## config.mk

```make
export PLATFORM = sky130hd
export DESIGN_NAME = conv_output_writer
export DESIGN_NICKNAME = d
export VERILOG_FILES = /design/src/rtl/conv_output_writer.sv
export SDC_FILE = /design/constraint.sdc
export NUM_CORES = 1
export LEC_CHECK = 0
export CORE_ASPECT_RATIO = 1.2
export CORE_MARGIN = 2
export CORE_UTILIZATION = 54
export CTS_CLUSTER_DIAMETER = 40
export DETAILED_ROUTE_END_ITERATION = 7
export PLACE_DENSITY = 0.79
export SLEW_MARGIN = 20
export SYNTH_ARGS = -nofsm -noshare
export SYNTH_HDL_FRONTEND = slang
export SYNTH_SLANG_ARGS = --single-unit
```

## constraint.sdc

```tcl
create_clock -name clk -period 3.1 [get_ports clk]
set_input_delay 0.62 -clock clk [delete_from_list [all_inputs] [get_ports clk]]
set_output_delay 0.62 -clock clk [all_outputs]
set_load 0.02 [all_outputs]
```

## src/rtl/conv_output_writer.sv

```systemverilog
// Buffers per-pixel convolution results in a small FIFO and streams them onto the
// output SRAM write port at consecutive addresses, signalling matrix completion.
module conv_output_writer #(
    parameter int                ADDR_W    = 12,
    parameter int                DATA_W    = 16,
    parameter int                DEPTH     = 4,
    parameter logic [ADDR_W-1:0] BASE_ADDR = '0
) (
    input  logic              clk,
    input  logic              reset_b,
    input  logic              start,
    input  logic              addr_clear,
    input  logic              res_valid,
    input  logic [DATA_W-1:0] res_data,
    input  logic              res_last,
    output logic              res_ready,
    input  logic              wr_hold,
    output logic [ADDR_W-1:0] dut_sram_write_address,
    output logic [DATA_W-1:0] dut_sram_write_data,
    output logic              dut_sram_write_enable,
    output logic              busy,
    output logic              mat_done,
    output logic [ADDR_W-1:0] wr_count
);

    localparam int PTR_W = $clog2(DEPTH);
    localparam int CNT_W = PTR_W + 1;

    typedef enum logic [1:0] {
        S_IDLE,
        S_STREAM,
        S_DRAIN,
        S_DONE
    } state_t;

    state_t            state, state_next;
    logic [DATA_W-1:0] fifo_mem [DEPTH];
    logic [PTR_W-1:0]  head, tail;
    logic [CNT_W-1:0]  count;
    logic [ADDR_W-1:0] waddr;
    logic              push, pop;

    // Ready depends on registered state only, so a pop in the same cycle cannot reopen it.
    assign res_ready = (state == S_STREAM) && (count < CNT_W'(DEPTH));
    assign push      = res_valid && res_ready;
    assign pop       = (count != '0) && !wr_hold;
    assign busy      = (state == S_STREAM) || (state == S_DRAIN);
    assign mat_done  = (state == S_DONE);

    always_comb begin
        state_next = state;
        case (state)
            S_IDLE:   if (start) state_next = S_STREAM;
            S_STREAM: if (push && res_last) state_next = S_DRAIN;
            S_DRAIN:  if (count == '0) state_next = S_DONE;
            S_DONE:   state_next = S_IDLE;
            default:  state_next = S_IDLE;
        endcase
    end

    always_ff @(posedge clk) begin
        if (push) begin
            fifo_mem[tail] <= res_data;
        end
    end

    always_ff @(posedge clk) begin
        if (reset_b) begin
            state                  <= S_IDLE;
            head                   <= '0;
            tail                   <= '0;
            count                  <= '0;
            waddr                  <= BASE_ADDR;
            wr_count               <= '0;
            dut_sram_write_enable  <= 1'b0;
            dut_sram_write_address <= BASE_ADDR;
            dut_sram_write_data    <= '0;
        end else begin
            state                 <= state_next;
            count                 <= count + CNT_W'(push) - CNT_W'(pop);
            dut_sram_write_enable <= pop;
            if (push) begin
                tail <= tail + PTR_W'(1);
            end
            if (pop) begin
                head                   <= head + PTR_W'(1);
                dut_sram_write_data    <= fifo_mem[head];
                dut_sram_write_address <= waddr;
                waddr                  <= waddr + ADDR_W'(1);
            end
            // The FIFO is always empty in IDLE, so these never collide with a pop.
            if (state == S_IDLE && start) begin
                wr_count <= '0;
            end else if (pop) begin
                wr_count <= wr_count + ADDR_W'(1);
            end
            if (state == S_IDLE && !start && addr_clear) begin
                waddr <= BASE_ADDR;
            end
        end
    end

endmodule

```

### Word level (Yosys, flattened, before mapping)

Memory sizes are Yosys's and may differ from the RTL's. A register that Yosys moved wholly into a read port is not among the register bits.
Cells that the tools add are included.

| operators by class | value |
|---|---|
| $add $sub $neg | 6 |
| magnitude comparators | 1 |
| equal/unequal tests | 6 |
| multiplexer cells | 6 |
| reduce and logical (&&, ||, !) cells | 16 |

Operators with widths:

| operator | count |
|---|---|
| $add 12x1->12 const B | 2 |
| $pmux 2 s4 | 1 |
| $logic_and 1x1->1 | 7 |
| $mux 2 | 3 |
| $add 2x1->2 const B | 2 |
| $eq 2x2->1 const B | 2 |
| $ne 2x1->1 const B | 2 |
| $reduce_or 2->1 | 2 |
| $add 3x1->3 | 1 |
| $logic_not 3->1 | 1 |
| $lt 3x3->1 const B | 1 |
| $reduce_and 3->1 | 1 |
| $reduce_bool 3->1 | 1 |
| $sub 3x1->3 | 1 |
| $eq 2x1->1 const B | 1 |
| $logic_not 1->1 | 2 |
| $logic_not 2->1 | 1 |
| $mux 1 | 2 |
| $ne 2x2->1 const B | 1 |
| $logic_or 1x1->1 | 1 |

| storage, ports and cells | value |
|---|---|
| bits in registers | 46 |
| bits in writable memories | 64 |
| input port bits | 23 |
| logic and storage cells | 44 |
| memories kept | 1 |

Memories:

| memory | depth | bits a word | read ports | clocked after memory_dff | wr ports | line | source |
|---|---|---|---|---|---|---|---|
| fifo_mem | 4 | 16 | 1 | 1 | 1 | 37 | `logic [DATA_W-1:0] fifo_mem [DEPTH];` |

### Depth between registers and ports, before layout

Gate-level depths: netlist of the first run.

| logic depth | value |
|---|---|
| depth after elaboration | 6 |
| mapped depth | 11 |

### Worst setup path after synthesis of the first run

No wires, ideal clock.

| timing path | value |
|---|---|
| path type | input-to-reg |
| start | input port wr_hold |
| end | register count[2] |
| data arrival time | 2.425 ns |
| data required time | 2.972 ns |
| path slack | 0.547 ns |
| stages on the path | 11 |
| cells stage by stage | clkbuf_1 nand2b_1 clkbuf_1 buf_2 xnor2_1 ha_1 inv_1 fa_1 xor2_1 xnor2_1 nor2_1 |

| on the way | value |
|---|---|
| longest elaborated chain between the ends | 3 |

RTL lines:

| item | line | source |
|---|---|---|
| from (decl) | 17 | `input logic wr_hold,` |
| $logic_not 1->1 | 46 | `assign pop = (count != '0) && !wr_hold;` |
| $logic_and 1x1->1 | 46 |  |
| $sub 3x1->3 | 80 | `count <= count + CNT_W'(push) - CNT_W'(pop);` |
| to (signal assigned) | 80 |  |
| to (decl) | 39 | `logic [CNT_W-1:0] count;` |

Every way passes these cells.
A chain may end at the register's enable or synchronous reset.

### Worst setup path after layout of the first run

| timing path | value |
|---|---|
| start | register state[1] |
| end | output port res_ready |

| on the way | value |
|---|---|
| longest elaborated chain between the ends | 2 |

RTL lines:

| item | line | source |
|---|---|---|
| from (decl) | 36 | `state_t state, state_next;` |
| from (signal assigned) | 79 | `state <= state_next;` |
| $eq 2x1->1 | 44 | `assign res_ready = (state == S_STREAM) && (count < CNT_W'(DEPTH));` |
| $logic_and 1x1->1 | 44 |  |
| to (decl) | 16 | `output logic res_ready,` |

Every way passes these cells.

==> results of run 1 <==
## flip-flops by register name (all words and copies together), names as in the netlist
name,cells
count,3
dut_sram_write_address,12
dut_sram_write_data,16
dut_sram_write_enable,1
fifo_mem,64
head,2
state,2
tail,2
waddr,12
wr_count,12
## metrics by stage
| stage | power [mW] | util (%) | hold slack [ns] |
|---|---|---|---|
| floorplan | 2.74 | - | 0.442 |
| global placement | 3.08 | 64.1 | 0.444 |
| detailed placement | 3.11 | 64.1 | 0.446 |
| CTS | 5.08 | 70.8 | 0.454 |
| global route | 5.26 | 70.8 | 0.477 |
| finish | 5.04 | 70.8 | 0.451 |
## path summary, 6_finish.rpt
kind                                                  to  slack, ns                                    from  depth (start not counted)
setup / recovery                               res_ready       0.61                   state[1]$_SDFFE_PP0P_                          4
hold / removal    dut_sram_write_address[5]$_SDFFE_PP0P_       0.45  dut_sram_write_address[5]$_SDFFE_PP0P_                          2
hold reg to reg   dut_sram_write_address[5]$_SDFFE_PP0P_       0.45  dut_sram_write_address[5]$_SDFFE_PP0P_                          2
setup reg to reg                     count[2]$_SDFF_PP0_       0.87                     count[2]$_SDFF_PP0_                          9
## cells by family (layout without fill, tap and decap cells)
| kind of cell | Yosys count | count (layout) | share of synthesized area [%] |
|---|---|---|---|
| adders and majority gates | 12 | 12 | 3.21 |
| buffers and inverters | 29 | 117 | 2.34 |
| xor gates and xnor gates | 23 | 23 | 4.10 |
| and+or+nand+nor | 139 | 139 | 13.4 |
| AOI/OAI and AO/OA | 45 | 45 | 5.09 |
| DFF | 126 | 126 | 64.3 |
| muxes | 17 | 17 | 7.53 |
## metal layers
layer	global-route usage (%)	part of all wire [%]	vias up
li1	-	-	1547
met1	23.8	43	1553
met2	35.7	52	75
met3	6.27	4.4	8
met4	8.66	0.79	0
met5	0	0	-
## power by group through the flow
stage	clock [mW]	combinational, mW	sequential, mW
after floorplan	0	0.664	2.08
after global placement	0	1.05	2.03
after detailed placement	0	1.07	2.04
after CTS	1.99	1.08	2.01
after global routing	2.07	1.17	2.03
final	1.96	1.07	2.01
## area by class of cell
class,instances,share of cell area [%]
Clock inverter,10,2.16
Clock buffer,22,7.32
Sequential cell,126,50.0
Tap cell,120,2.37
Multi-Input combinational cell,236,26.0
Inverter,8,0.474
Timing Repair Buffer,77,11.7
## cells in the mapped netlist, drive strengths merged, types with 2 or more instances
| cell | count | area (um^2) |
|---|---|---|
| xor2 | 3 | 26.3 |
| and2 | 4 | 25.0 |
| nor3b | 3 | 22.5 |
| edfxtp | 64 | 1920 |
| and3b | 2 | 17.5 |
| dfxtp | 62 | 1240 |
| or4 | 3 | 22.5 |
| nand2b | 2 | 12.5 |
| mux4 | 16 | 360 |
| nand2 | 62 | 233 |
| xnor2 | 20 | 175 |
| or3 | 3 | 18.8 |
| nor2 | 32 | 120 |
| inv | 8 | 30.0 |
| a21oi | 35 | 175 |
| nor4b | 2 | 17.5 |
| o21ai | 2 | 10.0 |
| nor4 | 5 | 31.3 |
| nand4 | 4 | 25.0 |
| nor3 | 5 | 30.0 |
| ha | 11 | 138 |
| buf | 5 | 25.0 |
| o31ai | 2 | 15.0 |
| nand3 | 5 | 25.0 |
| clkbuf | 16 | 60.1 |
## critical path, stage by stage (launching register included)
cell and delay, ns:
dfxtp_1 0.37, inv_1 0.08, ha_1 0.22, and2b_1 0.16, clkdlybuf4s50_1 0.53
==> metrics.md, run 1 <==
| Metric | Value |
|---|---|
| Vias in the first global route | `3180` |
| Drt pass-1 iters | `4` |
| Power Dens Cells | `approximately 800 nW/um^2` |
| Placed Area | `approximately 5700 um^2` |
| Combinational fraction of design power | `21.2%` |
| Pint | `3.68 mW` |
| Part of the power in registers | `39.9%` |
| Setup slack at placement | `0.332 ns` |
| Syn_area_per_cell | `approximately 13 um^2` |
| Final nets | `between 500 and 600` |
| CTS tree | `yes` |
| Critical-path maximum fanout | `4` |
| Via count normalized by instance count | `5.31` |
| First-pass GRT wire length | `15400 um` |
| Final max-slew violation count | `0` |
| Gr usage total | `20.6%` |
| Largest buffer count on any clock path | `2` |
| Crit path capture type | `primary output` |
| Critical Path AT | `1.87 ns` |
| Relative slew margins | `31.9%` |
| Slew @ Worst Pin | `1.02 ns` |
| Commonest non-fill, non-tap cell in the layout | `clkdlybuf4s50_1` |
| Setup crit start kind | `flop` |
| P_sw | `roughly 1.4 mW` |
| Post-DP HPWL | `6030 um` |
| Die Y | `109 um` |
| Syn_nets | `426` |
| Clock latency on the worst-skew pair | `0.50 ns` |
| Most frequent cells in the layout | `clkdlybuf4s50_1 (66), edfxtp_1 (64), nand2_1 (62), dfxtp_1 (62), a21oi_1 (35)` |
| Post-synthesis sequential area ratio | `64.3%` |
| Post-Place Cells | `567` |
| RePlAce Congestion | `0.768` |
| CTS Hold Bufs | `0` |
| Top-Level Pins | `between 60 and 70` |
| Synthesis Warnings | `0` |
| Max-cap violations | `0` |
| Clk_skew | `0.00589 ns` |
| Setup Buffers After CTS | `0` |
| Die width | `between 90 and 100 um` |
| 1st-iter DRT viols | `about 190` |
| Drt drc | `0` |
| Final min period | `roughly 2.5 ns` |
| Reg clk slew, reported paths | `0.06 ns` |
| Filler cell count | `623` |
| Rows | `38` |
| Period utilization | `80.2%` |
| Post-route ant nets | `0` |
| Library cells used by synthesis | `41` |
| Cells after Synth | `391` |
| Multi-input logic area | `1640 um^2` |
| ANT cells | `0` |
| Per-cell routed wire length | `about 16 um` |
| Clk pwr share | `39.0%` |
| Worst Setup Slack, final | `slightly above 0.6 ns` |
| Sw frac | `between 20 and 30%` |
| Final Hold Vio Count | `0` |
| Cts repair resizes | `0` |
| Ys async rst share | `0%` |
| Cell Area, Synth | `4920 um^2` |
| Leak pwr | `2.12 nW` |
| Gr ovfl total | `0` |
| WL final | `9520 um` |
| Max Fclk | `402 MHz` |
| HP Class | `flop to flop` |
| Initial Utilization | `approximately 55%` |
| Fin Setup TNS | `0 ns` |
| Register area | `3160 um^2` |
| Post-synth EDFFs | `64` |
| Vias | `3183` |
| Layout cells sized above 1 | `between 10% and 20%` |
| Finished Layout Cells | `599` |
| Prevailing post-synth register cell | `edfxtp_1` |
| IO buf count | `66` |
| Max IR drop VDD | `0.495 mV` |
| CP Data Required Time | `2.48 ns` |
| Design area | `6330 um^2` |
| Antenna violations before repair | `0` |
| CTS Root Cell | `clkbuf_8` |
| Largest net degree at the start of global routing | `approximately 40` |
| RSZ-0062 raised after global routing | `no` |
| CTS Buf Count | `17` |
| CORE AREA | `8940 um^2` |
| Final setup violation count | `0` |
| CTS H-Tree Depth | `4` |
| Status | `completed` |
| CTS sink count | `between 100 and 150` |
| Register bit total from synthesis | `about 130` |
| Die ar. | `between 9000 and 10000 um^2` |
| Layout area overhead | `28.7%` |
| Type of the worst setup path | `flop to primary output` |
(Power assumes the default switching activity.)
==> run 2: changes to the inputs <==
==> constraint.sdc (replaced) <==
create_clock -name clk -period 2.6 [get_ports clk]
set_input_delay 0.52 -clock clk [delete_from_list [all_inputs] [get_ports clk]]
set_output_delay 0.52 -clock clk [all_outputs]
set_load 0.02 [all_outputs]
==> run 2 against run 1 <==
Net effect:
- routed wire length increased by 4.9%
- first-iteration DRC count decreased by 29%
- register-to-register slack got worse by 0.47 ns
- sequential share of layout area about the same
- critical path depth unchanged
- highest routed layer unchanged
- critical path type unchanged
- non-clock buffer count increased by 2
- combinational power increased by 20%
- sequential power increased by 19%
- die area unchanged
- core utilization about the same
- power increased by 18%
==> metrics.md, run 2 (synthesis gave the netlist of run 1 again) <==
| Metric | Value |
|---|---|
| Leak pwr | `2.12 nW (-0.28%)` |
| Relative slew margins | `28.9% (-3.0 points)` |
| Crit path capture type | `primary output` |
| Design area | `6330 um^2 (about the same)` |
| Post-DP HPWL | `6260 um (+3.8%)` |
| Period utilization | `between 90 and 100%` |
| Die ar. | `9890 um^2 (unchanged)` |
| Die width | `91.1 um (unchanged)` |
| Setup Buffers After CTS | `0 (unchanged)` |
| Worst Path Buf+Inv | `2 (unchanged)` |
| Pint | `4.33 mW (+18%)` |
| Final setup violation count | `0 (unchanged)` |
| Initial Utilization | `55.0% (unchanged)` |
| Die Y | `109 um (unchanged)` |
| Crit path largest cell delay | `0.53 ns (about the same)` |
| Critical Path AT | `1.89 ns (+0.02 ns)` |
| Final Hold Vio Count | `0 (unchanged)` |
| Via count normalized by instance count | `5.41 (+1.8%)` |
| 1st-iter DRT viols | `134 (-29%)` |
| Worst path slowest cell | `clkdlybuf4s50_1` |
| Finished Layout Cells | `601 (+0.33%)` |
| Top delay family on crit path | `buffers and inverters` |
| Reg clk slew, reported paths | `0.05 ns (about the same)` |
| Final Power | `5.96 mW (+18%)` |
| Critical-path maximum fanout | `4 (unchanged)` |
| Part of the power in registers | `40.2% (+0.3 points)` |
| Max IR drop VDD | `0.614 mV (+24%)` |
| CORE AREA | `8940 um^2 (unchanged)` |
| Fin Setup TNS | `0 ns (unchanged)` |
| Drt drc | `0 (unchanged)` |
| CTS Hold Bufs | `0 (unchanged)` |
| Sw frac | `27.4% (+0.41 points)` |
| Clk pwr share | `38.3% (-0.7 points)` |
| Hold path startpoint | `dut_sram_write_data[6]$_SDFFE_PP0P_` |
| CTS H-Tree Depth | `4 (unchanged)` |
| Rows | `38 (unchanged)` |
| Max Fclk | `415 MHz` |
| Final min period | `2.41 ns` |
| Antenna violations before repair | `0 (unchanged)` |
| Drt pass-1 iters | `4 (unchanged)` |
| Status | `completed` |
| Gr ovfl total | `0 (unchanged)` |
| CTS Buf Count | `17 (unchanged)` |
| Type of the worst setup path | `flop to primary output` |
| Clk_skew | `0.0122 ns (+0.00634 ns)` |
| IO buf count | `66 (unchanged)` |
| Top-Level Pins | `67 (unchanged)` |
| Post-Place Cells | `569 (+0.35%)` |
| Per-cell routed wire length | `16.6 um (+4.5%)` |
| Layout cells sized above 1 | `12.5% (-0.052 points)` |
| Worst Setup Slack, final | `0.192 ns (-0.421 ns)` |
| ANT cells | `0 (unchanged)` |
| Vias in the first global route | `3320 (+4.4%)` |
| R2R setup slack | `0.40 ns (-0.47 ns)` |
| Setup crit start kind | `flop` |
| Setup slack at placement | `0.146 ns (-0.186 ns)` |
| RR Startpoint | `count[2]$_SDFF_PP0_` |
| Layout area overhead | `28.6% (about the same)` |
| Critical Path Start | `state[1]$_SDFFE_PP0P_` |
| HP Class | `flop to flop` |
| Slew @ Worst Pin | `1.06 ns (+0.0447 ns)` |
| Combinational fraction of design power | `21.5% (+0.3 points)` |
| CTS tree | `yes` |
| Final max-slew violation count | `0 (unchanged)` |
| Regs by FF count | `fifo_mem x64, dut_sram_write_data x16` |
| First-pass GRT wire length | `16000 um (+3.8%)` |
| Largest net degree at the start of global routing | `41 (unchanged)` |
| Max FFs per register | `64 (unchanged)` |
| CP Data Required Time | `2.08 ns (-0.40 ns)` |
| RSZ-0062 raised after global routing | `no` |
| CTS sink count | `126 (unchanged)` |
| Biggest register | `fifo_mem` |
| RePlAce Congestion | `0.800 (+4.2%)` |
| Critical-path cell list | `inv_1, ha_1, and2b_1, clkdlybuf4s50_1` |
| Most frequent cells in the layout | `clkdlybuf4s50_1 (66), edfxtp_1 (64), nand2_1 (62), dfxtp_1 (62), a21oi_1 (35)` |
| Clock latency on the worst-skew pair | `0.52 ns (+0.02 ns)` |
| WL final | `9990 um (+4.9%)` |
| Commonest non-fill, non-tap cell in the layout | `clkdlybuf4s50_1` |
| Gr usage total | `21.4% (+0.87 points)` |
| Max-cap violations | `0 (unchanged)` |
| P_sw | `1.63 mW (+20%)` |
| Cts repair resizes | `0 (unchanged)` |
| Post-route ant nets | `0 (unchanged)` |
| Power Dens Cells | `942 nW/um^2 (+18%)` |
| Placed Area | `5740 um^2 (+0.26%)` |
| Largest buffer count on any clock path | `2 (unchanged)` |
| Vias | `3250 (+2.1%)` |
| Final nets | `503 (+0.40%)` |
| CTS Root Cell | `clkbuf_8` |
## run 2: changes by cell type in the layout (fill, tap and decap cells not counted)
cell and delta:
clkinv_2 -1, clkinv_1 +2, clkbuf_8 -2, clkinvlp_4 +1, buf_4 +2
## run 2: worst paths after layout
path / end / cells after the start
worst max-delay path: res_ready / 4
worst min-delay path: dut_sram_write_data[6]$_SDFFE_PP0P_ / 2
worst max register to register: count[2]$_SDFF_PP0_ / 9
worst min register to register: dut_sram_write_data[6]$_SDFFE_PP0P_ / 2
## run 2: worst reg2reg max path, stage by stage, from the launching register on
cell and delay, ns:
dfxtp_1 0.36, or3_1 0.47, nand2b_1 0.16, xnor2_1 0.14
ha_1 0.17, inv_1 0.05, fa_1 0.37, xor2_1 0.16
xnor2_1 0.15, nor2_1 0.05
## run 2: per-stage QoR
step | hold WS, ns | util, %
3_5_place_dp | 0.448 | 64.3
3_3_place_gp | 0.445 | 64.3
2_1_floorplan | 0.442 | -
5_1_grt | 0.481 | 70.8
4_1_cts | 0.457 | 70.8
6_report | 0.456 | 70.8
## run 2: power groups by stage
stage	Clock [mW]	Combinational [mW]	Sequential, mW
6_report	2.28	1.28	2.40
5_1_grt	2.41	1.41	2.42
4_1_cts	2.31	1.30	2.40
3_5_place_dp	0	1.28	2.43
3_3_place_gp	0	1.25	2.42
2_1_floorplan	0	0.792	2.48
## run 2: area by class of cell
cell class	count	area, um^2
Tap cell	120	150
Timing Repair Buffer	79	758
Multi-Input combinational cell	236	1640
Inverter	8	30.0
Sequential cell	126	3160
Fill cell	653	2610
Clock buffer	20	435
Clock inverter	12	146
## run 2: per-layer routing
metal,GRT usage (%),share of wire [%]
met1,23.3,38
met2,39.0,55
met3,6.41,5.1
met4,8.98,1.9
met5,0,0
==> run 3: changes to the inputs <==
--- a/config.mk
+++ b/config.mk
@@ -7,10 +7,11 @@
 export LEC_CHECK = 0
 export CORE_ASPECT_RATIO = 1.2
 export CORE_MARGIN = 2
-export CORE_UTILIZATION = 54
+export CORE_UTILIZATION = 62
 export CTS_CLUSTER_DIAMETER = 40
 export DETAILED_ROUTE_END_ITERATION = 7
-export PLACE_DENSITY = 0.79
+export DONT_BUFFER_PORTS = 1
+export PLACE_DENSITY = 0.78
 export SLEW_MARGIN = 20
 export SYNTH_ARGS = -nofsm -noshare
 export SYNTH_HDL_FRONTEND = slang
==> run 3 against run 2 <==
Net effect:
- clock skew down 0.0049 ns
- register-to-register slack worse by 0.05 ns
- count of clock-buffer cells in the layout decreased by 3
- worst setup slack gained 0.16 ns
- final cell count decreased by 16%
- final area fell by 11%
- sequential power rose by 3%
- routed wire length fell by 8.7%
- flip-flop and latch count did not move
- power decreased by 4.4%
==> metrics.md, run 3 (synthesis gave the netlist of run 1 again) <==
| Metric | Value |
|---|---|
| Period utilization | `86.5% (-6.1 points)` |
| Post-DP HPWL | `5820 um (-6.9%)` |
| Max FFs per register | `64 (unchanged)` |
| Initial Utilization | `63.8% (+8.8 points)` |
| Max IR drop VDD | `0.610 mV (-0.66%)` |
| Type of the worst setup path | `flop to flop` |
| Busiest grt layer | `met2` |
| CTS Hold Bufs | `0 (unchanged)` |
| Critical-path cell list | `inv_1, ha_1, and3b_1, xnor2_1, ha_1, inv_1, fa_1, xor2_1, xnor2_1, nor2_1` |
| Setup crit start kind | `flop` |
| Most frequent cells in the layout | `edfxtp_1 (64), nand2_1 (62), dfxtp_1 (62), a21oi_1 (35), nor2_1 (31)` |
| Status | `completed` |
| Die Y | `102 um (-6.4%)` |
| Top-Level Pins | `67 (unchanged)` |
| CTS sink count | `126 (unchanged)` |
| Largest net degree at the start of global routing | `42 (+2.4%)` |
| Largest buffer count on any clock path | `2 (unchanged)` |
| Filler cell count | `500 (-23%)` |
| IO buf count | `0 (-100%)` |
| CP Data Required Time | `3.00 ns (+0.92 ns)` |
| Met1 Track Usage GR | `25.3% (+2.0 points)` |
| Per-cell routed wire length | `18.1 um (+8.9%)` |
| Regs by FF count | `fifo_mem x64, dut_sram_write_data x16` |
| RePlAce Congestion | `0.799 (-0.16%)` |
| CORE AREA | `7710 um^2 (-14%)` |
| Setup Buffers After CTS | `0 (unchanged)` |
| Design area | `5600 um^2 (-11%)` |
| Layout area overhead | `13.8%` |
| Clock latency on the worst-skew pair | `0.51 ns (about the same)` |
| Top delay family on crit path | `adder cells` |
| Antenna violations before repair | `0 (unchanged)` |
| Met2 usage in global routing | `39.1% (+0.068 points)` |
| CTS tree | `yes` |
| CTS Buf Count | `17 (unchanged)` |
| Max Fclk | `445 MHz (+7.1%)` |
| Gr usage total | `22.6% (+1.2 points)` |
| Leak pwr | `1.87 nW (-12%)` |
| First-pass GRT wire length | `14700 um (-7.8%)` |
| Final min period | `2.25 ns (-0.159 ns)` |
| Worst path slowest cell | `dfxtp_1` |
| Cts repair resizes | `0 (unchanged)` |
| Vias | `2941 (-9.5%)` |
| Biggest register | `fifo_mem` |
| 1st-iter DRT viols | `122 (-9.0%)` |
| Relative slew margins | `63.2% (+34 points)` |
| Final Hold Vio Count | `0 (unchanged)` |
| Via count normalized by instance count | `5.84 (+7.9%)` |
| Final max-slew violation count | `0 (unchanged)` |
| Vias in the first global route | `3007 (-9.4%)` |
| Final setup violation count | `0 (unchanged)` |
| Rows | `35 (-7.9%)` |
| Worst Path Buf+Inv | `2 (unchanged)` |
| RSZ-0062 raised after global routing | `no` |
| Layout cells sized above 1 | `14.6% (+2.1 points)` |
| WL final | `9120 um (-8.7%)` |
| Slew @ Worst Pin | `0.550 ns (-0.511 ns)` |
| Commonest non-fill, non-tap cell in the layout | `edfxtp_1` |
| GR Layer Usage met3 | `8.15% (+1.7 points)` |
| Die width | `85.3 um (-6.4%)` |
| Clk_skew | `0.00733 ns (-0.00490 ns)` |
| Die ar. | `8660 um^2 (-12%)` |
| Gr ovfl total | `0 (unchanged)` |
| Max-cap violations | `0 (unchanged)` |
| Post-route ant nets | `0 (unchanged)` |
| Crit path capture type | `flop` |
| Drt pass-1 iters | `4 (unchanged)` |
| Placed Area | `5030 um^2 (-13%)` |
| Crit path largest cell delay | `0.37 ns (-0.16 ns)` |
| HP Class | `primary input to flop` |
| Drt drc | `0 (unchanged)` |
| CTS Root Cell | `clkbuf_8` |
| ANT cells | `0 (unchanged)` |
| CTS H-Tree Depth | `4 (unchanged)` |
| Reg clk slew, reported paths | `0.06 ns (about the same)` |
| Critical Path AT | `2.65 ns (+0.76 ns)` |
| Final nets | `434 (-14%)` |
| Critical-path maximum fanout | `9 (+5)` |
| Fin Setup TNS | `0 ns (unchanged)` |
| Power Dens Cells | `1020 nW/um^2 (+8.0%)` |
-- run 3: power by group --
group / switching (mW) / total (mW) / internal, mW
Clock: 0.869 / 2.25 / 1.38
Combinational: 0.560 / 0.977 / 0.417
Sequential: 0.208 / 2.47 / 2.27
-- run 3: metrics by stage --
stage	utilization (%)	instances	setup slack, ns	power [mW]	hold WS [ns]
floorplan	-	391	0.147	3.27	0.442
global placement	65.2	472	0.472	3.46	0.457
detailed placement	65.2	472	0.373	3.50	0.461
CTS	72.6	504	0.340	5.75	0.0539
global route	72.6	504	0.174	5.96	0.0442
finish	72.6	504	0.351	5.70	0.0857
-- run 3: path summary, 6_finish.rpt --
check	startpoint	to	slack [ns]	depth (start not counted)
max reg2reg	state[1]$_SDFFE_PP0P_	count[2]$_SDFF_PP0_	0.35	10
max	state[1]$_SDFFE_PP0P_	count[2]$_SDFF_PP0_	0.35	10
min reg2reg	waddr[11]$_SDFFE_PP0P_	dut_sram_write_address[11]$_SDFFE_PP0P_	0.48	2
min	reset_b	dut_sram_write_data[8]$_SDFFE_PP0P_	0.09	1
-- run 3: metal layers --
metal / routed length [um] / part of all wire, % / up-vias
met5: 0 / 0 / -
met4: 141 / 1.5 / 0
met3: 443 / 4.9 / 11
met2: 4810 / 53 / 74
met1: 3720 / 41 / 1442
li1: - / - / 1414
-- run 3: final cells by class --
| cell class | instances | area, um^2 | area share, % |
|---|---|---|---|
| clock buffers | 17 | 414 | 7.40 |
| well taps | 92 | 115 | 2.06 |
| inverters | 8 | 30.0 | 0.536 |
| multi-input cells | 236 | 1640 | 29.3 |
| repair buffers | 10 | 75.1 | 1.34 |
| clock inverters | 15 | 159 | 2.84 |
| flip-flops and latches | 126 | 3160 | 56.5 |
